File: src/rtl/sound_pkg.sv
// Shared constants and the per-side mix arithmetic for the sound output path.
// Imported by the mixer top and the I2S serializer.
package sound_pkg;

  localparam int SAMPLE_W    = 16;
  localparam int FRAME_SLOTS = 32;
  localparam int LEVEL_W     = 4;
  localparam int SLOT_W      = 5;
  localparam int SUM_W       = 6;
  localparam int PROD_W      = 9;
  localparam int VOL_W       = 3;
  localparam int FRAME_W     = 2 * SAMPLE_W;

  // NR51 routing bit positions
  localparam int R_CH1 = 0;
  localparam int R_CH2 = 1;
  localparam int R_CH3 = 2;
  localparam int R_CH4 = 3;
  localparam int L_CH1 = 4;
  localparam int L_CH2 = 5;
  localparam int L_CH3 = 6;
  localparam int L_CH4 = 7;

  // NR50 master volume field positions (3-bit fields)
  localparam int NR50_R_LSB = 0;
  localparam int NR50_L_LSB = 4;

  function automatic logic signed [SUM_W-1:0] sext_level(input logic [LEVEL_W-1:0] lv);
    return signed'({{(SUM_W-LEVEL_W){lv[LEVEL_W-1]}}, lv});
  endfunction

  // en[0] routes ch1 .. en[3] routes ch4; result is {prod, 7'b0}.
  function automatic logic [SAMPLE_W-1:0] mix_side(
    input logic [LEVEL_W-1:0] l1,
    input logic [LEVEL_W-1:0] l2,
    input logic [LEVEL_W-1:0] l3,
    input logic [LEVEL_W-1:0] l4,
    input logic [3:0]         en,
    input logic [VOL_W-1:0]   vol
  );
    logic signed [SUM_W-1:0]  sum;
    logic signed [PROD_W-1:0] sum_x;
    logic signed [PROD_W-1:0] gain;
    logic signed [PROD_W-1:0] prod;
    sum = '0;
    if (en[0]) sum = sum + sext_level(l1);
    if (en[1]) sum = sum + sext_level(l2);
    if (en[2]) sum = sum + sext_level(l3);
    if (en[3]) sum = sum + sext_level(l4);
    sum_x = PROD_W'(sum);
    gain  = signed'(PROD_W'(vol)) + PROD_W'(1);
    // Worst case -32*8 = -256 still fits the 9-bit product.
    prod  = sum_x * gain;
    return {prod, {(SAMPLE_W-PROD_W){1'b0}}};
  endfunction

endpackage

File: src/rtl/sound_i2s_tx.sv
// I2S serializer: BCLK divider, 32-slot frame counter, shift register and
// LRCK/SDATA generation with the standard one-BCLK data delay.
module sound_i2s_tx
  import sound_pkg::*;
#(
  parameter int unsigned BCLK_DIV = 8
) (
  input  logic                clk,
  input  logic                rst,
  input  logic [SAMPLE_W-1:0] frame_l,
  input  logic [SAMPLE_W-1:0] frame_r,
  output logic                frame_load,
  output logic                i2s_bclk,
  output logic                i2s_lrck,
  output logic                i2s_sdata
);

  logic [7:0]         div;
  logic [SLOT_W-1:0]  slot;
  logic [SLOT_W-1:0]  next_slot;
  logic               started;
  logic [FRAME_W-1:0] sr;
  logic               terminal;
  logic               falling;

  // After reset the first falling event is itself a frame boundary, so the
  // first frame begins at slot 0 instead of slot 1.
  // NOTE: every signal driven here gets a default first, so no latch is inferred.
  always_comb begin
    terminal   = (div == 8'(BCLK_DIV - 1));
    falling    = terminal && i2s_bclk;
    frame_load = falling && (!started || slot == SLOT_W'(FRAME_SLOTS - 1));
    next_slot  = started ? slot + SLOT_W'(1) : '0;
  end

  // NOTE: state uses non-blocking assignments so every register samples pre-edge values.
  always_ff @(posedge clk) begin
    if (!rst) begin
      div       <= '0;
      slot      <= '0;
      started   <= 1'b0;
      sr        <= '0;
      i2s_bclk  <= 1'b0;
      i2s_lrck  <= 1'b0;
      i2s_sdata <= 1'b0;
    end else begin
      if (terminal) begin
        div      <= '0;
        i2s_bclk <= ~i2s_bclk;
      end else begin
        div <= div + 8'd1;
      end
      if (falling) begin
        slot      <= next_slot;
        started   <= 1'b1;
        i2s_sdata <= sr[FRAME_W-1];
        i2s_lrck  <= next_slot[SLOT_W-1];
        sr        <= frame_load ? {frame_l, frame_r} : {sr[FRAME_W-2:0], 1'b0};
      end
    end
  end

endmodule

File: src/rtl/sound_mixer_dac.sv
// Sound output stage: routes and scales the four channel levels per side,
// latches one L/R frame per I2S frame and serializes it to the DAC.
module sound_mixer_dac
  import sound_pkg::*;
#(
  parameter int unsigned BCLK_DIV = 8
) (
  input  logic        clk,
  input  logic        rst,
  input  logic        sound_enable,
  input  logic [3:0]  ch1_level,
  input  logic [3:0]  ch2_level,
  input  logic [3:0]  ch3_level,
  input  logic [3:0]  ch4_level,
  input  logic [7:0]  nr51,
  input  logic [7:0]  nr50,
  output logic        sample_strobe,
  output logic [15:0] sample_l,
  output logic [15:0] sample_r,
  output logic        i2s_bclk,
  output logic        i2s_lrck,
  output logic        i2s_sdata
);

  logic [SAMPLE_W-1:0] mix_l;
  logic [SAMPLE_W-1:0] mix_r;
  logic [3:0]          route_l;
  logic [3:0]          route_r;
  logic                frame_load;

  assign route_l = {nr51[L_CH4], nr51[L_CH3], nr51[L_CH2], nr51[L_CH1]};
  assign route_r = {nr51[R_CH4], nr51[R_CH3], nr51[R_CH2], nr51[R_CH1]};

  // NOTE: reset is synchronous and active-low, so it lives inside the clocked branch.
  always_ff @(posedge clk) begin
    if (!rst) begin
      mix_l <= '0;
      mix_r <= '0;
    end else if (!sound_enable) begin
      mix_l <= '0;
      mix_r <= '0;
    end else begin
      mix_l <= mix_side(ch1_level, ch2_level, ch3_level, ch4_level, route_l,
                        nr50[NR50_L_LSB +: VOL_W]);
      mix_r <= mix_side(ch1_level, ch2_level, ch3_level, ch4_level, route_r,
                        nr50[NR50_R_LSB +: VOL_W]);
    end
  end

  // Published samples change only together with the serializer's frame load.
  always_ff @(posedge clk) begin
    if (!rst) begin
      sample_strobe <= 1'b0;
      sample_l      <= '0;
      sample_r      <= '0;
    end else begin
      sample_strobe <= frame_load;
      if (frame_load) begin
        sample_l <= mix_l;
        sample_r <= mix_r;
      end
    end
  end

  sound_i2s_tx #(
    .BCLK_DIV (BCLK_DIV)
  ) u_tx (
    .clk        (clk),
    .rst        (rst),
    .frame_l    (mix_l),
    .frame_r    (mix_r),
    .frame_load (frame_load),
    .i2s_bclk   (i2s_bclk),
    .i2s_lrck   (i2s_lrck),
    .i2s_sdata  (i2s_sdata)
  );

endmodule
File: config.mk
export PLATFORM = sky130hd
export DESIGN_NAME = sound_mixer_dac
export DESIGN_NICKNAME = d
export VERILOG_FILES = /design/src/rtl/sound_pkg.sv /design/src/rtl/sound_i2s_tx.sv /design/src/rtl/sound_mixer_dac.sv
export SDC_FILE = /design/constraint.sdc
export NUM_CORES = 1
export LEC_CHECK = 0
export ABC_AREA = 1
export BUFFER_PORTS_ARGS = -buffer_cell sky130_fd_sc_hd__buf_2
export CAP_MARGIN = 15
export CORE_MARGIN = 3
export CORE_UTILIZATION = 64
export CTS_CLUSTER_SIZE = 20
export DETAILED_ROUTE_END_ITERATION = 6
export PLACE_DENSITY = 0.87
export SLEW_MARGIN = 5
export SYNTH_ARGS = -nofsm -noshare
export SYNTH_HDL_FRONTEND = slang
export SYNTH_SLANG_ARGS = --single-unit
File: constraint.sdc
create_clock -name clk -period 15.67 [get_ports clk]
set_clock_uncertainty 0.1 [all_clocks]
set_input_delay 0.7835 -clock clk [delete_from_list [all_inputs] [get_ports clk]]
set_output_delay 0.7835 -clock clk [all_outputs]
set_load 0.02 [all_outputs]
==> results of run 1 <==
-- cells by family (layout without fill, tap and decap cells) --
kind of cell | count (synthesis) | count (layout)
buffers and inverters | 153 | 191
flip-flops | 78 | 78
multiplexers | 3 | 3
AO/OA/AOI/OAI | 152 | 152
XOR/XNOR | 27 | 27
other | 1 | 14
adder cells (fa/ha/maj) | 90 | 90
AND/OR/NAND/NOR | 304 | 304
-- cells in the final DEF (no fill, tap or decap), drive strengths merged, types with 2 or more instances in the layout --
cell type	instances
fa	26
clkbuf	10
inv	123
a31oi	4
xnor2	13
nand3b	2
nor3	7
a21oi	87
nor2	71
conb	14
ha	64
clkinvlp	2
buf	54
nand2	158
o21ai	60
mux2i	3
xor2	14
or2	5
nand4	9
dfxtp	78
nor4	2
nor3b	2
nand3	48
-- registers in the layout, indices dropped and copies added, names as in the netlist, 5 cells and up --
register and cells:
u_tx.sr 25, mix_l 9, mix_r 9, sample_l 9
sample_r 9, u_tx.div 8, u_tx.slot 5
-- power by group --
part	switching [mW]	internal, mW
clock network	0.0684	0.0772
logic	0.157	0.0994
registers	0.00318	0.210
total	0.228	0.386
-- metal layers --
metal | wire length (µm) | share of wire
met5 | 0 | 0
met4 | 217 | 0.018
met3 | 479 | 0.040
met2 | 6350 | 0.53
met1 | 4970 | 0.41
-- through the flow --
| step | worst slack, ns | util | cell area (µm²) |
|---|---|---|---|
| after floorplan | 9.39 | - | 5960 |
| after global placement | 8.88 | 0.698 | 6170 |
| after detailed placement | 8.71 | 0.698 | 6170 |
| after CTS | 9.06 | 0.720 | 6370 |
| after global routing | 8.47 | 0.720 | 6370 |
| final | 9.01 | 0.720 | 6370 |
-- area by class of cell --
type / instances / area [µm²]
clock inverters: 5 / 58.8
multi-input cells: 590 / 3750
fillers: 694 / 2480
well taps: 108 / 135
inverters: 122 / 460
clock buffers: 10 / 138
repair buffers: 54 / 270
flip-flops and latches: 78 / 1560
-- path summary, 6_finish.rpt --
path | from | endpoint | slack [ns] | cells after the start
max | nr51[0] | mix_r[15] | 9.01 | 36
min | u_tx.div[0] | u_tx.div[0] | 0.36 | 1
max reg2reg | u_tx.slot[0] | sample_r[10] | 13.24 | 9
min reg2reg | u_tx.div[0] | u_tx.div[0] | 0.36 | 1
==> run summary, run 1 <==
via count of the first global-routing pass = 5121
CTS H-tree lvls = 3
Post-layout nets = 980
dominant cells by area after synthesis = sky130_fd_sc_hd__dfxtp_1 26%, sky130_fd_sc_hd__ha_1 14%, sky130_fd_sc_hd__nand2_1 9.9%
Std-Cell Rows = 34
x dimension of the die = 102 µm
number of DRC markers in iteration 0 = 215
Diodes inserted = 0
wire length of the first global-routing pass = 21.1 mm
sequential area share after synthesis = 0.264
fin cells = 967
cell with the most instances after synthesis = sky130_fd_sc_hd__nand2_1
top-level I/O count = 71
worst-case vdd ir drop = 0.0000460 V
library cell occupying the most area in the post-synthesis netlist = sky130_fd_sc_hd__dfxtp_1
relative slew slack = 0.406
required time of the critical path = 15.85 ns
Post-DP HPWL = 9.78 mm
path type of the worst setup path = in -> reg
most common flop cell mapped by yosys = sky130_fd_sc_hd__dfxtp_1
initial antenna violation count = 0
post-synthesis share of cell area spent on xor and xnor gates = 0.0413
Die Span Y = 102 µm
count of mapped cells out of synthesis = 808
largest family of logic cells by synthesized area = adder cells
placed cell count = 952
effective utilization at floorplan = 0.668
Clock Latency Late Sink = 0.34 ns
Yosys top cell area share = 0.264
post-layout total power = 0.614 mW
sum of negative setup slack = 0 ns
CP max FO = 5
leakage power = 3.28 nW
Final GP Congestion = 0.877
# clock sinks = 78
GR Layer Usage met1 = 0.284
dominant cell type by count on the critical path = sky130_fd_sc_hd__nand2_1
slowest cell on the critical path = sky130_fd_sc_hd__fa_1
via total after detailed routing = 5269
remaining design rule violation count = 0
result of the run = completed
largest net degree at the start of global routing = 39
fraction of final layout cells with drive strength greater than 1 = 0.0990
total count of max-transition violations in the final report = 0
number of resized instances in the post-cts repair step = 0
quantity of I/O buffers inserted on ports = 54
count of nets left with antenna violations after detail routing = 0
flip-flop and latch count after synthesis = 78
share of cell area taken by muxes after synthesis = 0.00720
Top delay family on crit path = adder cells
count of hold buffers inserted by post-cts repair = 0
number of unique standard cell types used by synthesis = 37
total power density per cell area = 96.4 mW/mm²
final clock period utilization by the worst path = 0.425
kind of end point of the critical path = flip-flop
TritonCTS clock tree = done
number of warnings reported in the yosys synthesis log = 0
Min-Delay Path Class = reg -> reg
count of maximum capacitance violations = 0
number of vias per cell after detailed routing = 5.45
CTS buffer count = 9
average wire per standard cell = 12.4 µm
share of synthesized flip-flops with an asynchronous set or reset = 0
met2 GRT Util = 0.460
Syn-to-layout area delta = 7.79%
Total Wirelength = 12.0 mm
clock period minus final worst setup slack = 6.66 ns
share of synthesized cell area in full adder, half adder and majority cells = 0.224
area fraction in compound gates after synthesis = 0.131
highest clock frequency the design can meet = 0.150 GHz
GR met3 Demand/Resource = 0.0410
grt ovf = 0
Most Crowded Layer GR = met2
number of buffers inserted to repair setup after CTS = 0
final-report hold violation count = 0
delay of the slowest cell on the worst path = 0.54 ns
Die Footprint = 0.0104 mm²
CORE AREA = 0.00885 mm²
Global Route Usage Sum = 0.246
data arrival time at the worst-slack endpoint = 6.84 ns
netlist area before placement = 0.00591 mm²
number of enable-type register cells in the synthesized netlist = 0
final hold slack = 0.355 ns
first-pass detailed-route iteration total = 5
syn avg cell area = 7.32 µm²
Worst Max-Slew Pin Slew = 0.890 ns
root buffer cell = sky130_fd_sc_hd__clkbuf_8
commonest cells in the synthesized netlist = 156 x sky130_fd_sc_hd__nand2_1, 120 x sky130_fd_sc_hd__inv_1, 87 x sky130_fd_sc_hd__a21oi_1
unrepaired setup endpoints after global routing = false
kind of start point of the critical path = input port
simple-gate share of the synthesized area = 0.222
clock tree buffer depth = 2
clock-pin slew on the worst setup and hold paths = 0.07 ns
count of final setup violators = 0
buffers and inverters on the worst path = 6
Power figures use the tool's default switching activity.
==> run 2: changes to the inputs <==
--- a/config.mk
+++ b/config.mk
@@ -9,10 +9,10 @@
 export BUFFER_PORTS_ARGS = -buffer_cell sky130_fd_sc_hd__buf_2
 export CAP_MARGIN = 15
 export CORE_MARGIN = 3
-export CORE_UTILIZATION = 64
+export CORE_UTILIZATION = 60
 export CTS_CLUSTER_SIZE = 20
 export DETAILED_ROUTE_END_ITERATION = 6
-export PLACE_DENSITY = 0.87
+export PLACE_DENSITY = 0.82
 export SLEW_MARGIN = 5
 export SYNTH_ARGS = -nofsm -noshare
 export SYNTH_HDL_FRONTEND = slang
==> constraint.sdc (replaced) <==
create_clock -name clk -period 6.7 [get_ports clk]
set_clock_uncertainty 0.1 [all_clocks]
set_input_delay 0.335 -clock clk [delete_from_list [all_inputs] [get_ports clk]]
set_output_delay 0.335 -clock clk [all_outputs]
set_load 0.02 [all_outputs]
==> run 2 against run 1 <==
Compared with the run above:
- count of clock-buffer cells in the layout shrank 1
- global-route usage shrank 1.4 points
- via count shrank 0.11%
- critical endpoint unchanged
==> run summary, run 2 (synthesis gave the netlist of run 1 again) <==
clock-pin slew on the worst setup and hold paths = 0.09 ns (was 0.07 ns)
number of vias per cell after detailed routing = 5.32 (was 5.45)
number of resized instances in the post-cts repair step = 0 (unchanged)
via total after detailed routing = 5263 (was 5269)
grt ovf = 0 (unchanged)
number of DRC markers in iteration 0 = 220 (was 215)
fraction of final layout cells with drive strength greater than 1 = 0.100 (was 0.0990)
Total Wirelength = 12.2 mm (was 12.0 mm)
flip-flop count of the largest register after layout = 25 (unchanged)
dominant cell type by count on the critical path = sky130_fd_sc_hd__nand2_1 (unchanged)
kind of end point of the critical path = flip-flop (unchanged)
Post-DP HPWL = 9.88 mm (was 9.78 mm)
total of fill cells in the finished design = 836 (was 694)
via count of the first global-routing pass = 5036 (was 5121)
largest net degree at the start of global routing = 39 (unchanged)
buffers and inverters on the worst path = 6 (unchanged)
worst-case vdd ir drop = 0.000113 V (was 0.0000460 V)
Die Footprint = 0.0111 mm² (was 0.0104 mm²)
Top delay family on crit path = adder cells (unchanged)
slowest cell on the critical path = sky130_fd_sc_hd__fa_1 (unchanged)
Top reg by flops = u_tx.sr (unchanged)
data arrival time at the worst-slack endpoint = 6.31 ns (was 6.84 ns)
first-pass detailed-route iteration total = 4 (was 5)
kind of start point of the critical path = input port (unchanged)
Clock Latency Late Sink = 0.34 ns (about the same)
count of nets left with antenna violations after detail routing = 0 (unchanged)
required time of the critical path = 6.89 ns (was 15.85 ns)
final-report hold violation count = 0 (unchanged)
wire length of the first global-routing pass = 21.6 mm (was 21.1 mm)
area of placed instances = 0.00620 mm² (was 0.00617 mm²)
Diodes inserted = 0 (unchanged)
leakage power = 3.29 nW (was 3.28 nW)
commonest non-fill, non-tap cell in the layout = sky130_fd_sc_hd__nand2_1 (unchanged)
CORE AREA = 0.00942 mm² (was 0.00885 mm²)
count of hold buffers inserted by post-cts repair = 0 (unchanged)
sum of negative setup slack = 0 ns (unchanged)
unrepaired setup endpoints after global routing = false (unchanged)
delay of the slowest cell on the worst path = 0.53 ns (was 0.54 ns)
initial antenna violation count = 0 (unchanged)
final hold slack = 0.186 ns (was 0.355 ns)
CTS buffer count = 9 (unchanged)
total count of max-transition violations in the final report = 0 (unchanged)
CTS H-tree lvls = 3 (unchanged)
placed cell count = 973 (was 952)
result of the run = completed (unchanged)
effective utilization at floorplan = 0.628 (was 0.668)
top-level I/O count = 71 (unchanged)
Min-Delay Path Class = in -> reg (was reg -> reg)
Global Route Usage Sum = 0.231 (was 0.246)
Std-Cell Rows = 35 (was 34)
Syn-to-layout area delta = 8.36% (was 7.79%)
Worst Max-Slew Pin Slew = 0.891 ns (was 0.890 ns)
final clock period utilization by the worst path = 0.914
number of buffers inserted to repair setup after CTS = 0 (unchanged)
highest clock frequency the design can meet = 0.163 GHz
clock tree buffer depth = 2 (unchanged)
quantity of I/O buffers inserted on ports = 54 (unchanged)
post-layout total power = 1.45 mW (was 0.614 mW)
commonest cells after routing, fill and taps aside = 156 x sky130_fd_sc_hd__nand2_1, 120 x sky130_fd_sc_hd__inv_1, 87 x sky130_fd_sc_hd__a21oi_1 (unchanged)
CP max FO = 5 (unchanged)
clock period minus final worst setup slack = 6.12 ns
x dimension of the die = 105 µm (was 102 µm)
Die Span Y = 105 µm (was 102 µm)
path type of the worst setup path = in -> reg (unchanged)
count of maximum capacitance violations = 0 (unchanged)
average wire per standard cell = 12.3 µm (was 12.4 µm)
relative slew slack = 0.405 (was 0.406)
final instance area = 0.00640 mm² (was 0.00637 mm²)
remaining design rule violation count = 0 (unchanged)
fin cells = 989 (was 967)
TritonCTS clock tree = done (unchanged)
Final GP Congestion = 0.818 (was 0.877)
count of final setup violators = 0 (unchanged)
Post-layout nets = 980 (unchanged)
total power density per cell area = 226 mW/mm² (was 96.4 mW/mm²)
# clock sinks = 78 (unchanged)
root buffer cell = sky130_fd_sc_hd__clkbuf_8 (unchanged)
-- run 2: final timing paths --
path / from / to / depth (start not counted) / slack, ns
hold / removal: nr50[4] / mix_l[7] / 2 / 0.19
setup / recovery: nr51[0] / mix_r[15] / 36 / 0.58
hold reg to reg: mix_r[7] / sample_r[7] / 2 / 0.36
setup reg to reg: u_tx.div[0] / u_tx.sr[19] / 9 / 4.24
-- run 2: area by class of cell --
class,count,area (µm²),share of cell area
Clock inverter,7,80.1,0.0125
Clock buffer,9,124,0.0193
Timing Repair Buffer,54,270,0.0422
Sequential cell,78,1560,0.244
Inverter,122,460,0.0719
Tap cell,129,161,0.0252
Multi-Input combinational cell,590,3750,0.585
-- run 2: metal layers --
metal | routed length, µm | track usage
met5 | 0 | 0
met4 | 278 | 0.0787
met3 | 509 | 0.0331
met2 | 6200 | 0.424
met1 | 5210 | 0.275
-- run 2: where the power goes --
part	switching, mW	internal, mW	total (mW)	leakage [nW]
Clock	0.177	0.177	0.354	0.102
Combinational	0.367	0.231	0.598	2.55
Sequential	0.00721	0.490	0.497	0.631
Total	0.551	0.898	1.45	3.29
-- run 2: through the flow --
stage,util,setup slack (ns)
5_1_grt,0.680,0.0622
2_1_floorplan,-,0.864
3_3_place_gp,0.659,0.404
6_report,0.680,0.577
3_5_place_dp,0.659,0.224
4_1_cts,0.680,0.584
